**src/rtl/led_matrix_rx.sv**
```systemverilog
// led_matrix_rx: receiving end of the LED-matrix serial link.
// Oversamples sclk/sdo/colEn on clk, deserialises MSB-first pixel words and
// emits one RAM-style write (pixOut/wrAdd/we) per received pixel.
//
// Ports:
//   clk        system clock, all logic on rising edge
//   rstn       asynchronous active-low reset (deassertion synchronised internally)
//   sclk       serial clock from transmitter (asynchronous, <= clk/4)
//   sdo        serial data, sampled on sclk rising edge
//   colEn      one-hot active column select
//   pixOut     received pixel word
//   wrAdd      pixel address {colIdx, rowIdx}
//   we         one-cycle write strobe qualifying pixOut/wrAdd
//   frameDone  one-cycle pulse with the write of the last row of the last column
//   err        one-cycle pulse on protocol error
//
// Optional feature macro LEDMATRIX_RX_STATS_EN adds:
//   pixCount   16-bit wrapping count of writes
//   errCount   8-bit saturating count of errors
//
// state  | meaning
// IDLE   | waiting for the first sclk rise of a column burst
// SHIFT  | collecting bits of the current word, idle timer running
// COMMIT | one cycle: present the completed word on the write port
module led_matrix_rx #(
  parameter int PIX_W        = 12,
  parameter int ROWS         = 16,
  parameter int COLS         = 16,
  parameter int IDLE_TIMEOUT = 64
) (
  input  logic             clk,
  input  logic             rstn,
  input  logic             sclk,
  input  logic             sdo,
  input  logic [COLS-1:0]  colEn,
  output logic [PIX_W-1:0] pixOut,
  output logic [7:0]       wrAdd,
  output logic             we,
  output logic             frameDone,
  output logic             err
`ifdef LEDMATRIX_RX_STATS_EN
  ,
  output logic [15:0]      pixCount,
  output logic [7:0]       errCount
`endif
);

  localparam int CW = $clog2(COLS);
  localparam int RW = $clog2(ROWS);
  localparam int BW = $clog2(PIX_W + 1);
  localparam int TW = $clog2(IDLE_TIMEOUT);

  typedef enum logic [1:0] {S_IDLE, S_SHIFT, S_COMMIT} state_t;

  state_t state, state_nxt;

  logic            rst_s1, rst_int_n;
  logic            sclk_s1, sclk_s2, sclk_d;
  logic            sdo_s1, sdo_s2, sdo_d;
  logic [COLS-1:0] col_s1, col_s2;

  logic [PIX_W-1:0] shreg;
  logic [BW-1:0]    bit_cnt;
  logic [RW-1:0]    row_idx;
  logic [CW-1:0]    col_idx;
  logic [TW-1:0]    idle_cnt;

  logic            sclk_rise, col_onehot, col_match, last_bit, last_row;
  logic [CW-1:0]   col_enc;
  logic            we_nxt, fd_nxt, err_nxt;

  // Reset asserts asynchronously but releases in step with clk.
  always_ff @(posedge clk or negedge rstn) begin
    if (!rstn) begin
      rst_s1    <= 1'b0;
      rst_int_n <= 1'b0;
    end else begin
      rst_s1    <= 1'b1;
      rst_int_n <= rst_s1;
    end
  end

  // sdo is taken from the same delayed stage as sclk_d so the data bit
  // used at a detected rise was sampled before that rise reached sclk_s2.
  always_ff @(posedge clk or negedge rst_int_n) begin
    if (!rst_int_n) begin
      sclk_s1 <= 1'b0; sclk_s2 <= 1'b0; sclk_d <= 1'b0;
      sdo_s1  <= 1'b0; sdo_s2  <= 1'b0; sdo_d  <= 1'b0;
      col_s1  <= '0;   col_s2  <= '0;
    end else begin
      sclk_s1 <= sclk;    sclk_s2 <= sclk_s1; sclk_d <= sclk_s2;
      sdo_s1  <= sdo;     sdo_s2  <= sdo_s1;  sdo_d  <= sdo_s2;
      col_s1  <= colEn;   col_s2  <= col_s1;
    end
  end

  assign sclk_rise = sclk_s2 & ~sclk_d;

  always_comb begin
    col_onehot = (col_s2 != '0) && ((col_s2 & (col_s2 - COLS'(1))) == '0);
    col_enc    = '0;
    for (int i = 0; i < COLS; i++)
      if (col_s2[i]) col_enc = CW'(i);
  end

  assign col_match = (col_s2 == (COLS'(1) << col_idx));
  assign last_bit  = (bit_cnt == BW'(PIX_W - 1));
  assign last_row  = (row_idx == RW'(ROWS - 1));

  always_ff @(posedge clk or negedge rst_int_n) begin
    if (!rst_int_n) state <= S_IDLE;
    else            state <= state_nxt;
  end

  // Column change beats a simultaneous sclk rise: the word is already void.
  always_comb begin
    state_nxt = state;
    case (state)
      S_IDLE:   if (sclk_rise && col_onehot) state_nxt = S_SHIFT;
      S_SHIFT: begin
        if (!col_match)                state_nxt = S_IDLE;
        else if (sclk_rise && last_bit) state_nxt = S_COMMIT;
        else if (!sclk_rise && idle_cnt == '0) state_nxt = S_IDLE;
      end
      S_COMMIT: state_nxt = last_row ? S_IDLE : S_SHIFT;
      default:  state_nxt = S_IDLE;
    endcase
  end

  // A timeout on a word boundary is just the end of a short burst, not an error.
  always_comb begin
    we_nxt  = (state == S_COMMIT);
    fd_nxt  = (state == S_COMMIT) && last_row && (col_idx == CW'(COLS - 1));
    err_nxt = ((state == S_IDLE) && sclk_rise && !col_onehot) ||
              ((state == S_SHIFT) && !col_match) ||
              ((state == S_SHIFT) && col_match && !sclk_rise &&
               (idle_cnt == '0) && (bit_cnt != '0));
  end

  always_ff @(posedge clk or negedge rst_int_n) begin
    if (!rst_int_n) begin
      we        <= 1'b0;
      frameDone <= 1'b0;
      err       <= 1'b0;
      pixOut    <= '0;
      wrAdd     <= '0;
    end else begin
      we        <= we_nxt;
      frameDone <= fd_nxt;
      err       <= err_nxt;
      if (we_nxt) begin
        pixOut <= shreg;
        wrAdd  <= 8'({col_idx, row_idx});
      end
    end
  end

  // idle_cnt is a down-counter reloaded on every accepted bit; zero = timed out.
  always_ff @(posedge clk or negedge rst_int_n) begin
    if (!rst_int_n) begin
      shreg    <= '0;
      bit_cnt  <= '0;
      row_idx  <= '0;
      col_idx  <= '0;
      idle_cnt <= '0;
    end else begin
      case (state)
        S_IDLE: begin
          row_idx <= '0;
          if (sclk_rise && col_onehot) begin
            shreg    <= PIX_W'(sdo_d);
            bit_cnt  <= BW'(1);
            col_idx  <= col_enc;
            idle_cnt <= TW'(IDLE_TIMEOUT - 1);
          end
        end
        S_SHIFT: begin
          if (!col_match) begin
            row_idx <= '0;
            bit_cnt <= '0;
          end else if (sclk_rise) begin
            shreg    <= {shreg[PIX_W-2:0], sdo_d};
            bit_cnt  <= bit_cnt + BW'(1);
            idle_cnt <= TW'(IDLE_TIMEOUT - 1);
          end else if (idle_cnt == '0) begin
            row_idx <= '0;
            bit_cnt <= '0;
          end else begin
            idle_cnt <= idle_cnt - TW'(1);
          end
        end
        S_COMMIT: begin
          bit_cnt  <= '0;
          row_idx  <= last_row ? '0 : row_idx + RW'(1);
          idle_cnt <= TW'(IDLE_TIMEOUT - 1);
        end
        default: ;
      endcase
    end
  end

`ifdef LEDMATRIX_RX_STATS_EN
  always_ff @(posedge clk or negedge rst_int_n) begin
    if (!rst_int_n) begin
      pixCount <= '0;
      errCount <= '0;
    end else begin
      if (we) pixCount <= pixCount + 16'd1;
      if (err && errCount != 8'hFF) errCount <= errCount + 8'd1;
    end
  end
`endif

endmodule

```
**config.mk**
```make
export PLATFORM = sky130hd
export DESIGN_NAME = led_matrix_rx
export DESIGN_NICKNAME = d
export VERILOG_FILES = /design/src/rtl/led_matrix_rx.sv
export SDC_FILE = /design/constraint.sdc
export NUM_CORES = 1
export LEC_CHECK = 0
export BUFFER_PORTS_ARGS = -buffer_cell sky130_fd_sc_hd__buf_2
export CORE_MARGIN = 1
export CORE_UTILIZATION = 40
export CTS_BUF_LIST = sky130_fd_sc_hd__clkbuf_2 sky130_fd_sc_hd__clkbuf_4 sky130_fd_sc_hd__clkbuf_8
export CTS_CLUSTER_DIAMETER = 200
export DETAILED_ROUTE_END_ITERATION = 12
export GPL_TIMING_DRIVEN = 0
export SYNTH_ARGS = -nofsm -noshare
export SYNTH_HDL_FRONTEND = slang
export SYNTH_SLANG_ARGS = --single-unit
```
**constraint.sdc**
```tcl
create_clock -name clk -period 2.8 [get_ports clk]
set_clock_uncertainty 0.1 [all_clocks]
set_input_delay 0.42 -clock clk [delete_from_list [all_inputs] [get_ports clk]]
set_output_delay 0.42 -clock clk [all_outputs]
set_load 0.005 [all_outputs]
```
==> results of run 1 <==
-- layout by cell type, fill, tap and decap left out, drive strengths merged, types with 2 or more instances in the layout --
cell type / Yosys / routed
buf: 4 / 64
o31ai: 3 / 3
or4: 2 / 2
nand3: 12 / 12
a21oi: 13 / 13
o21ai: 30 / 30
o211a: 2 / 2
nand4: 6 / 6
nand4b: 2 / 2
a41o: 2 / 2
clkbuf: 16 / 25
nand3b: 3 / 3
inv: 15 / 15
bufinv: 0 / 2
nor4b: 2 / 2
nor2b: 4 / 4
o311ai: 2 / 2
nor3: 11 / 11
o21bai: 3 / 3
nor2: 29 / 29
a31oi: 2 / 2
nor3b: 4 / 4
or2: 4 / 4
mux2: 22 / 22
a211oi: 5 / 5
ha: 9 / 9
or3: 5 / 5
and4b: 2 / 2
dfrtp: 95 / 95
nand2: 48 / 48
a211o: 2 / 2
mux2i: 4 / 4
or2b: 2 / 2
and3b: 3 / 3
o221a: 3 / 3
nor4: 6 / 6
-- logic make-up (layout without fill, tap and decap cells) --
kind of cell	count (synthesis)	after routing
other	1	1
muxes	26	26
AOI/OAI and AO/OA	84	84
buffers and inverters	35	108
adders and majority gates	10	10
and+or+nand+nor	152	152
DFF	95	95
-- power by group --
part           switching [uW]  internal [uW]
clock                     470            530
combinational             380            361
sequential                116           1480
total                     966           2370
-- worst min path at each step --
stage               cells past startpoint    endpoint  startpoint  slack, ns
floorplan                               0   rst_int_n        rstn       0.02
global placement                        1      rst_s1        rstn       0.10
detailed placement                      1      rst_s1        rstn       0.11
CTS                                     1     sclk_s1        sclk       0.02
global route                            1  col_s1[12]   colEn[12]       0.03
finish                                  1  col_s1[15]   colEn[15]       0.03
-- layer usage --
layer	share of wire, %	global-route usage, %
met1	48	25.56
met2	46	27.55
met3	4.5	3.433
met4	2.3	10.02
met5	0	0
-- cell type report --
cell class / instances / area (sq um)
Buffer: 18 / 107.6
Clock buffer: 12 / 146.4
Clock inverter: 3 / 68.82
Fill cell: 985 / 5126
Inverter: 15 / 56.30
Multi-Input combinational cell: 273 / 1972
Sequential cell: 95 / 2386
Tap cell: 136 / 170.2
Timing Repair Buffer: 60 / 382.9
-- flip-flops by register name, indices dropped and copies added, names as in the netlist, 6 cells and up --
name	count
col_s1	16
col_s2	16
pixOut	12
shreg	12
wrAdd	8
idle_cnt	6
-- per-stage QoR --
step | setup WS [ns] | setup TNS, ns | total power [uW] | util (%)
4_1_cts | -0.1835 | -2.080 | 3320 | 49.87
2_1_floorplan | -0.04175 | -0.04175 | 1994 | -
3_3_place_gp | -0.6884 | -13.31 | 2135 | 45.56
6_report | -0.2153 | -3.537 | 3335 | 50.79
5_1_grt | -0.3346 | -5.958 | 3492 | 50.79
3_5_place_dp | -0.7221 | -14.51 | 2158 | 45.85
-- worst max-delay path: stages, from the launching register on --
cell and delay, ns:
sky130_fd_sc_hd__dfrtp_2 0.41, sky130_fd_sc_hd__or4_4 0.57, sky130_fd_sc_hd__nor4_4 0.33, sky130_fd_sc_hd__nand2_1 0.08, sky130_fd_sc_hd__a2111o_1 0.43, sky130_fd_sc_hd__o31a_4 0.39, sky130_fd_sc_hd__a211oi_4 0.26, sky130_fd_sc_hd__mux2_4 0.33
-- repair_timing --
action,CTS,global route
hold endpoints to repair,2,0
endpoints found under the setup margin,28,32
setup buffers,12,2
hold buffers,1,0
resized for setup,39,32
pin swaps,9,11
gates cloned,2,0
==> impl_metrics.ini, run 1 <==
[run_status]
violations = negative setup slack
run_status = complete, but fails checks

[synth]
yosysWarnings = 0
synth_most_common_cell = sky130_fd_sc_hd__dfrtp_1
number_of_flops_mapped_to_enable_cells_by_yosys = 0
synth_seq_cells = 95
synth_top_flop_cell = sky130_fd_sc_hd__dfrtp_1
synth_sequential_area_ratio_pct = 54.72
synth_compound_area_share_pct = 14.17
post_synth_num_cell_types = 70
synth_adder_area_share_pct = 2.823
synth_xor_area_share_pct = 0
postSynthNetCount = 432
synth.top_cells.by_count = sky130_fd_sc_hd__dfrtp_1, sky130_fd_sc_hd__nand2_1, sky130_fd_sc_hd__nor2_1
synth_simple_gate_area_share_pct = 18.46
synthesis.area_per_instance_sq_um = 10.78
combinational_family_with_the_most_area_after_synthesis = simple AND/OR/NAND/NOR gates
yosys.area.top_type = sky130_fd_sc_hd__dfrtp_1
yosysTopAreaCellShare_pct = 54.72
ys_top_cells_by_area = sky130_fd_sc_hd__dfrtp_1, sky130_fd_sc_hd__mux2_2, sky130_fd_sc_hd__nand2_1
async_reset_ff_share_pct = 100.0
synth_cells = 403
synth_mux_area_share_pct = 6.624
syn_area_sq_mm = 0.004344

[layout]
final_net_count = 501
final_cell_area_sq_mm = 0.005290
antenna_cells = 0
share_of_layout_cells_above_drive_strength_1_pct = 32.98
synthToLayoutAreaGrowth_pct = 21.77
layoutNonFillerInstCount = 612

[sta]
finalWorstSetupSlack_ns = -0.2153
timing_max_transition_violations_final = 0
timing.max_slew.rel_slack_pct = 61.48
report.final.setup_viol = 23
finalCritPeriodShare_pct = 107.7
final_hold_viol_count = 0
fmax_mhz = 331.6
rsz_0062_raised_after_global_routing = true
post_layout_minimum_cycle_time_ns = 3.015
max_slew.worst_pin.slew_ns = 0.5778
finalHoldWorstSlack_ns = 0.03303

[cts]
clock_sinks = 95
ctsHtreeMaxLevel = 3
cts_root_buf = sky130_fd_sc_hd__clkbuf_8
worstSkewPairLatency_ns = 0.39
clk_transition_reported_paths_ns = 0.09
tritoncts.num_buffers = 9
clock_tree_from_tritoncts = done
clock_tree.buffer_depth = 2

[power_and_ir_drop]
power_density_mw_per_mm2 = 630.4
ir_worst_vdd_uv = 297.7
power.leakage_uw = 0.002408

[routing]
drc_violations_left = 0
initialDrtViolationCount = 182
drt-wirelength-per-cell_um = 15.40
postRouteAntennaNets = 0
dr_vias = 3262
total_length_of_routed_wires_mm = 9.424
avgViaCountPerCell = 5.330
drt_pre_antenna_iters = 4

[die]
core-area_sq_mm = 0.01042
ios = 43
die_area_sq_mm = 0.01128
floorplan.rows = 37
initial_core_util_pct = 41.71
die_x_um = 106.2
fp.dieH_um = 106.2

[critical_path]
reg2reg_slack_ns = -0.22
timing.critical_path.arrival_ns = 3.20
timing.critical_path.from_type = register
setup.worst_path.class = register to register
r2r_cells = 7
worst-path-max-fanout = 4
timing.critical_path.to_type = register
regToRegStartpoint = col_s2[3]
reg2reg_to = idle_cnt[1]
critPathCapture = idle_cnt[1]
worst_ep_required_time_ns = 2.98
critPathLaunch = col_s2[3]

[global_route]
overflow = 0
global_route_wire_length_before_repair_mm = 15.91
gr-usage-all-layers_pct = 18.51
number_of_global_route_vias_before_repair = 3164
initial_antenna_violation_count = 0
largest_net_degree_at_the_start_of_global_routing = 58

[run]
maxCapViolations = 0

[placed_design]
post_place_cells = 582
port_buffers = 42
place_congestion = 0.8505
dp.final_hpwl_mm = 6.246
placed_area_sq_mm = 0.004776

[hold_path]
hold_class = input pin to register
No activity file was read; power rests on OpenSTA's default activity.
==> run 2, diff against run 1 <==
--- a/config.mk
+++ b/config.mk
@@ -7,11 +7,12 @@
 export LEC_CHECK = 0
 export BUFFER_PORTS_ARGS = -buffer_cell sky130_fd_sc_hd__buf_2
 export CORE_MARGIN = 1
-export CORE_UTILIZATION = 40
+export CORE_UTILIZATION = 55
 export CTS_BUF_LIST = sky130_fd_sc_hd__clkbuf_2 sky130_fd_sc_hd__clkbuf_4 sky130_fd_sc_hd__clkbuf_8
 export CTS_CLUSTER_DIAMETER = 200
 export DETAILED_ROUTE_END_ITERATION = 12
 export GPL_TIMING_DRIVEN = 0
+export PLACE_DENSITY = 0.78
 export SYNTH_ARGS = -nofsm -noshare
 export SYNTH_HDL_FRONTEND = slang
 export SYNTH_SLANG_ARGS = --single-unit
==> run 2 against run 1 <==
The flow still finishes with violations (negative setup slack). Critical endpoint is now bit_cnt[2]. Clock power is 12% lower. Via count is 2.4% higher. Combinational power is 2% higher. Maximum frequency is 3.0% higher. Critical path depth is 2 higher. Sequential power hardly changed. Flip-flop and latch count stayed put. First-iteration DRC count is 20% higher. Largest power group unchanged. Core utilization is 17 points higher. Worst hold slack better by 0.012 ns. Clock-buffer cell count is 2 lower.
==> impl_metrics.ini, run 2 (synthesis gave the netlist of run 1 again) <==
[run_status]
run_status = complete, but fails checks
violations = negative setup slack

[critical_path]
reg2reg_to = bit_cnt[2]
worst-path-max-fanout = 5
cp_num_buf_inv = 1
crit_cells = 9
cpPeakStageDelay_ns = 0.57
path_delay_family = compound AO/OA/AOI/OAI gates
critPathLaunch = col_s2[0]
cpMaxStageDelayCell = sky130_fd_sc_hd__or4_4
reg2reg_slack_ns = -0.13
worst_ep_required_time_ns = 2.96
regToRegStartpoint = col_s2[0]
setup.worst_path.class = register to register
timing.critical_path.arrival_ns = 3.09
timing.critical_path.to_type = register
r2r_cells = 9
critPathCapture = bit_cnt[2]
crit_path_cell_trace = or4_4 > buf_4 > nor4b_2 > a21boi_0 > o2bb2ai_1 > o31a_4 > a211oi_4 > o21ai_1 > a41o_1
timing.critical_path.from_type = register

[sta]
rsz_0062_raised_after_global_routing = true
post_layout_minimum_cycle_time_ns = 2.927
finalCritPeriodShare_pct = 104.5
max_slew.worst_pin.slew_ns = 0.6988
timing.max_slew.rel_slack_pct = 53.41
report.final.setup_viol = 10
finalWorstSetupSlack_ns = -0.1270
finalSetupTns_ns = -0.6882
final_hold_viol_count = 0
fmax_mhz = 341.6
timing_max_transition_violations_final = 0

[layout]
largest_registers = col_s1 x16, col_s2 x16
final_net_count = 499
layoutNonFillerInstCount = 576
synthToLayoutAreaGrowth_pct = 19.96
final_cell_mix = sky130_fd_sc_hd__dfrtp_1, sky130_fd_sc_hd__buf_2, sky130_fd_sc_hd__nand2_1
antenna_cells = 0
mostFrequentLayoutCell = sky130_fd_sc_hd__dfrtp_1
number_of_fill_cells_in_the_layout = 577
area_of_the_multi_input_gates_sq_mm = 0.001971
share_of_layout_cells_above_drive_strength_1_pct = 33.33
storage_cell_area_sq_mm = 0.002391

[cts]
clk_transition_reported_paths_ns = 0.10
cts_root_buf = sky130_fd_sc_hd__clkbuf_8
ctsHtreeMaxLevel = 3
clock_tree_from_tritoncts = done
tritoncts.num_buffers = 9
clock_tree.buffer_depth = 2
clock_sinks = 95
worstSkewPairLatency_ns = 0.37

[placed_design]
post_place_cells = 548
dp.final_hpwl_mm = 5.989
place_congestion = 0.9327
port_buffers = 42

[global_route]
overflow = 0
largest_net_degree_at_the_start_of_global_routing = 72
global_route_wire_length_before_repair_mm = 15.53
gr-usage-all-layers_pct = 23.78
number_of_global_route_vias_before_repair = 3290
initial_antenna_violation_count = 0

[run]
maxCapViolations = 0

[routing]
drc_violations_left = 0
dr_vias = 3339
initialDrtViolationCount = 218
drt_pre_antenna_iters = 5
postRouteAntennaNets = 0
drt-wirelength-per-cell_um = 16.25
avgViaCountPerCell = 5.797
total_length_of_routed_wires_mm = 9.360

[die]
die_area_sq_mm = 0.008258
floorplan.rows = 32
die_x_um = 90.88
initial_core_util_pct = 56.51
fp.dieH_um = 90.88
ios = 43
core-area_sq_mm = 0.007687

[power_and_ir_drop]
power.leakage_uw = 0.002382
power_density_mw_per_mm2 = 620.8
ir_worst_vdd_uv = 442.3
post-layout-total-power_uw = 3235

[hold_path]
hold_class = input pin to register
-- run 2: cell type report --
type,count,share of cell area (%)
Clock inverter,5,1.128
Buffer,13,1.417
Timing Repair Buffer,63,7.707
Sequential cell,95,45.88
Clock buffer,10,2.521
Multi-Input combinational cell,273,37.82
Inverter,15,1.080
Tap cell,102,2.449
-- run 2: how the worst min path moves through the flow --
stage              start         end  slack [ns]  cells after the start
3_3_place_gp        rstn      rst_s1        0.10                      1
5_1_grt        colEn[15]  col_s1[15]        0.04                      1
2_1_floorplan       rstn   rst_int_n        0.02                      0
4_1_cts        colEn[15]  col_s1[15]        0.04                      1
3_5_place_dp        rstn      rst_s1        0.11                      1
6_report       colEn[14]  col_s1[14]        0.05                      1
-- run 2: routing by layer --
metal	routed length (um)	share of wire [%]	vias to the layer above	track usage (%)
met2	4462	48	106	36.24
met3	581	6.2	20	4.966
met4	142	1.5	0	10.05
met5	0	0	-	0
met1	4173	45	1644	33.28
li1	-	-	1569	-
-- run 2: power breakdown --
group          internal (uW)  switching, uW
Combinational            362            395
Sequential              1480            117
Clock                    419            465
Total                   2260            976
-- run 2: through the flow --
step / worst slack, ns / hold WS (ns) / cell area [sq um] / utilization, %
finish: -0.1270 / 0.04545 / 5211 / 67.79
global route: -0.2355 / 0.03725 / 5211 / 67.79
CTS: -0.1242 / 0.03925 / 5099 / 66.32
detailed placement: -0.6157 / 0.1070 / 4733 / 61.57
global placement: -0.5460 / 0.1050 / 4703 / 61.18
floorplan: -0.04175 / 0.02441 / 4365 / -
-- run 2: repair_timing --
item	in CTS	in global routing
hold buffers	1	0
buffers inserted	13	4
gates cloned	1	1
pin swaps	8	14
hold endpoints to repair	2	0
resized for setup	31	37
endpoints found under the setup margin	28	28
==> run 3, diff against run 2 <==
--- a/config.mk
+++ b/config.mk
@@ -13,6 +13,7 @@
 export DETAILED_ROUTE_END_ITERATION = 12
 export GPL_TIMING_DRIVEN = 0
 export PLACE_DENSITY = 0.78
+export SKIP_LAST_GASP = 1
 export SYNTH_ARGS = -nofsm -noshare
 export SYNTH_HDL_FRONTEND = slang
 export SYNTH_SLANG_ARGS = --single-unit
==> run 3 against run 2 <==
The run still ends with negative setup slack left. Wire length shrank 1.3%. Critical path type unchanged. Largest cell class unchanged. Clock-buffer cell count unchanged. Non-clock buffer count did not move. Critical path depth did not move. Die area stayed put. Worst hold slack improved by 0.0017 ns. Critical endpoint unchanged. Setup slack better by 0.0022 ns. First-iteration DRC count is 17% higher. Largest power group unchanged. Design area is 0.19% lower. Global-route usage is the same. Sequential power about the same.
==> impl_metrics.ini, run 3 (synthesis gave the netlist of run 1 again) <==
[run_status]
run_status = complete, but fails checks
violations = negative setup slack

[die]
core-area_sq_mm = 0.007687
die_x_um = 90.88
ios = 43
die_area_sq_mm = 0.008258
fp.dieH_um = 90.88
floorplan.rows = 32
initial_core_util_pct = 56.51

[layout]
layout.core_utilization_pct = 67.66
final_cell_mix = sky130_fd_sc_hd__dfrtp_1, sky130_fd_sc_hd__buf_2, sky130_fd_sc_hd__nand2_1
number_of_fill_cells_in_the_layout = 583
layoutNonFillerInstCount = 576
final_net_count = 499
share_of_layout_cells_above_drive_strength_1_pct = 33.12
largest_registers = col_s1 x16, col_s2 x16
mostFrequentLayoutCell = sky130_fd_sc_hd__dfrtp_1
antenna_cells = 0
synthToLayoutAreaGrowth_pct = 19.73

[critical_path]
reg2reg_to = bit_cnt[2]
critPathCapture = bit_cnt[2]
worst-path-max-fanout = 5
timing.critical_path.arrival_ns = 3.09
critPathLaunch = col_s2[0]
worst_ep_required_time_ns = 2.96
setup.worst_path.class = register to register
regToRegStartpoint = col_s2[0]
reg2reg_slack_ns = -0.12
timing.critical_path.to_type = register
timing.critical_path.from_type = register
r2r_cells = 9

[cts]
ctsHtreeMaxLevel = 3
clock_sinks = 95
clock_tree.buffer_depth = 2
cts_root_buf = sky130_fd_sc_hd__clkbuf_8
tritoncts.num_buffers = 9
worstSkewPairLatency_ns = 0.37
clk_transition_reported_paths_ns = 0.09
clock_tree_from_tritoncts = done

[sta]
max_slew.worst_pin.slew_ns = 0.6513
post_layout_minimum_cycle_time_ns = 2.925
report.final.setup_viol = 12
finalWorstSetupSlack_ns = -0.1249
finalHoldWorstSlack_ns = 0.04710
final_hold_viol_count = 0
finalCritPeriodShare_pct = 104.5
rsz_0062_raised_after_global_routing = true
fmax_mhz = 341.9
timing.max_slew.rel_slack_pct = 56.58
timing_max_transition_violations_final = 0

[routing]
drt_pre_antenna_iters = 4
drc_violations_left = 0
postRouteAntennaNets = 0
initialDrtViolationCount = 254
total_length_of_routed_wires_mm = 9.241
avgViaCountPerCell = 5.766
dr_vias = 3321
drt-wirelength-per-cell_um = 16.04

[power_and_ir_drop]
post-layout-total-power_uw = 3219
power.leakage_uw = 0.002379
power_density_mw_per_mm2 = 618.9
ir_worst_vdd_uv = 441.7

[placed_design]
dp.final_hpwl_mm = 5.989
post_place_cells = 548
port_buffers = 42
place_ws_ns = -0.6157
place_congestion = 0.9327

[global_route]
gr-usage-all-layers_pct = 23.78
initial_antenna_violation_count = 0
globalRouteMet1Util_pct = 33.28
global_route_wire_length_before_repair_mm = 15.53
largest_net_degree_at_the_start_of_global_routing = 72
overflow = 0
groute.layer.met3.usage_pct = 4.966
global_route.usage.met2_pct = 36.24
number_of_global_route_vias_before_repair = 3290
top_usage_layer = met2

[run]
maxCapViolations = 0

[hold_path]
hold_class = input pin to register
## run 3: cell counts in the layout (fill, tap and decap cells not counted)
No cell type changed its count.
## run 3: final cells by class
cell class                      count  area, sq um  area share [%]
Clock buffer                       10        131.4           2.526
Buffer                             13        73.82           1.419
Tap cell                          102        127.6           2.454
Inverter                           15        56.30           1.083
Timing Repair Buffer               63        401.6           7.722
Sequential cell                    95         2391           45.97
Multi-Input combinational cell    273         1961           37.70
Clock inverter                      5        58.81           1.131
## run 3: per-stage QoR
stage / instance area, sq um / TNS (ns)
6_report: 5201 / -0.6804
5_1_grt: 5201 / -4.222
4_1_cts: 5099 / -0.5347
3_5_place_dp: 4733 / -10.66
3_3_place_gp: 4703 / -9.152
2_1_floorplan: 4365 / -0.04175
## run 3: what timing repair did
item	CTS	global route
hold buffers	1	0
pin swaps	8	10
setup endpoints to repair	28	28
cloned	1	1
resized for setup	30	36
hold endpoints to repair	2	0
buffers inserted	13	4
## run 3: worst min-delay path by stage
stage	from	to	slack, ns	cells past startpoint
CTS	colEn[15]	col_s1[15]	0.04	1
floorplan	rstn	rst_int_n	0.02	0
finish	colEn[14]	col_s1[14]	0.05	1
global route	colEn[15]	col_s1[15]	0.04	1
detailed placement	rstn	rst_s1	0.11	1
global placement	rstn	rst_s1	0.10	1
## run 3: layer usage
layer  vias up  part of all wire, %
li1       1565                    -
met1      1634                   45
met2       105                   48
met3        17                  5.7
met4         0                  1.7
met5         -                    0
## run 3: worst max-delay path: stages, from the launching register on
cell and delay [ns]:
sky130_fd_sc_hd__dfrtp_2 0.41, sky130_fd_sc_hd__or4_4 0.57, sky130_fd_sc_hd__buf_4 0.16, sky130_fd_sc_hd__nor4b_2 0.27, sky130_fd_sc_hd__a21boi_0 0.23, sky130_fd_sc_hd__o2bb2ai_1 0.12
sky130_fd_sc_hd__o31a_4 0.34, sky130_fd_sc_hd__a211oi_4 0.29, sky130_fd_sc_hd__o21ai_1 0.13, sky130_fd_sc_hd__a41o_1 0.21
## run 3: power by group
group	internal [uW]	total, uW	switching (uW)	leakage [uW]
clock	419	878	458	0.0000922
sequential	1480	1590	116	0.00119
combinational	358	748	390	0.00110
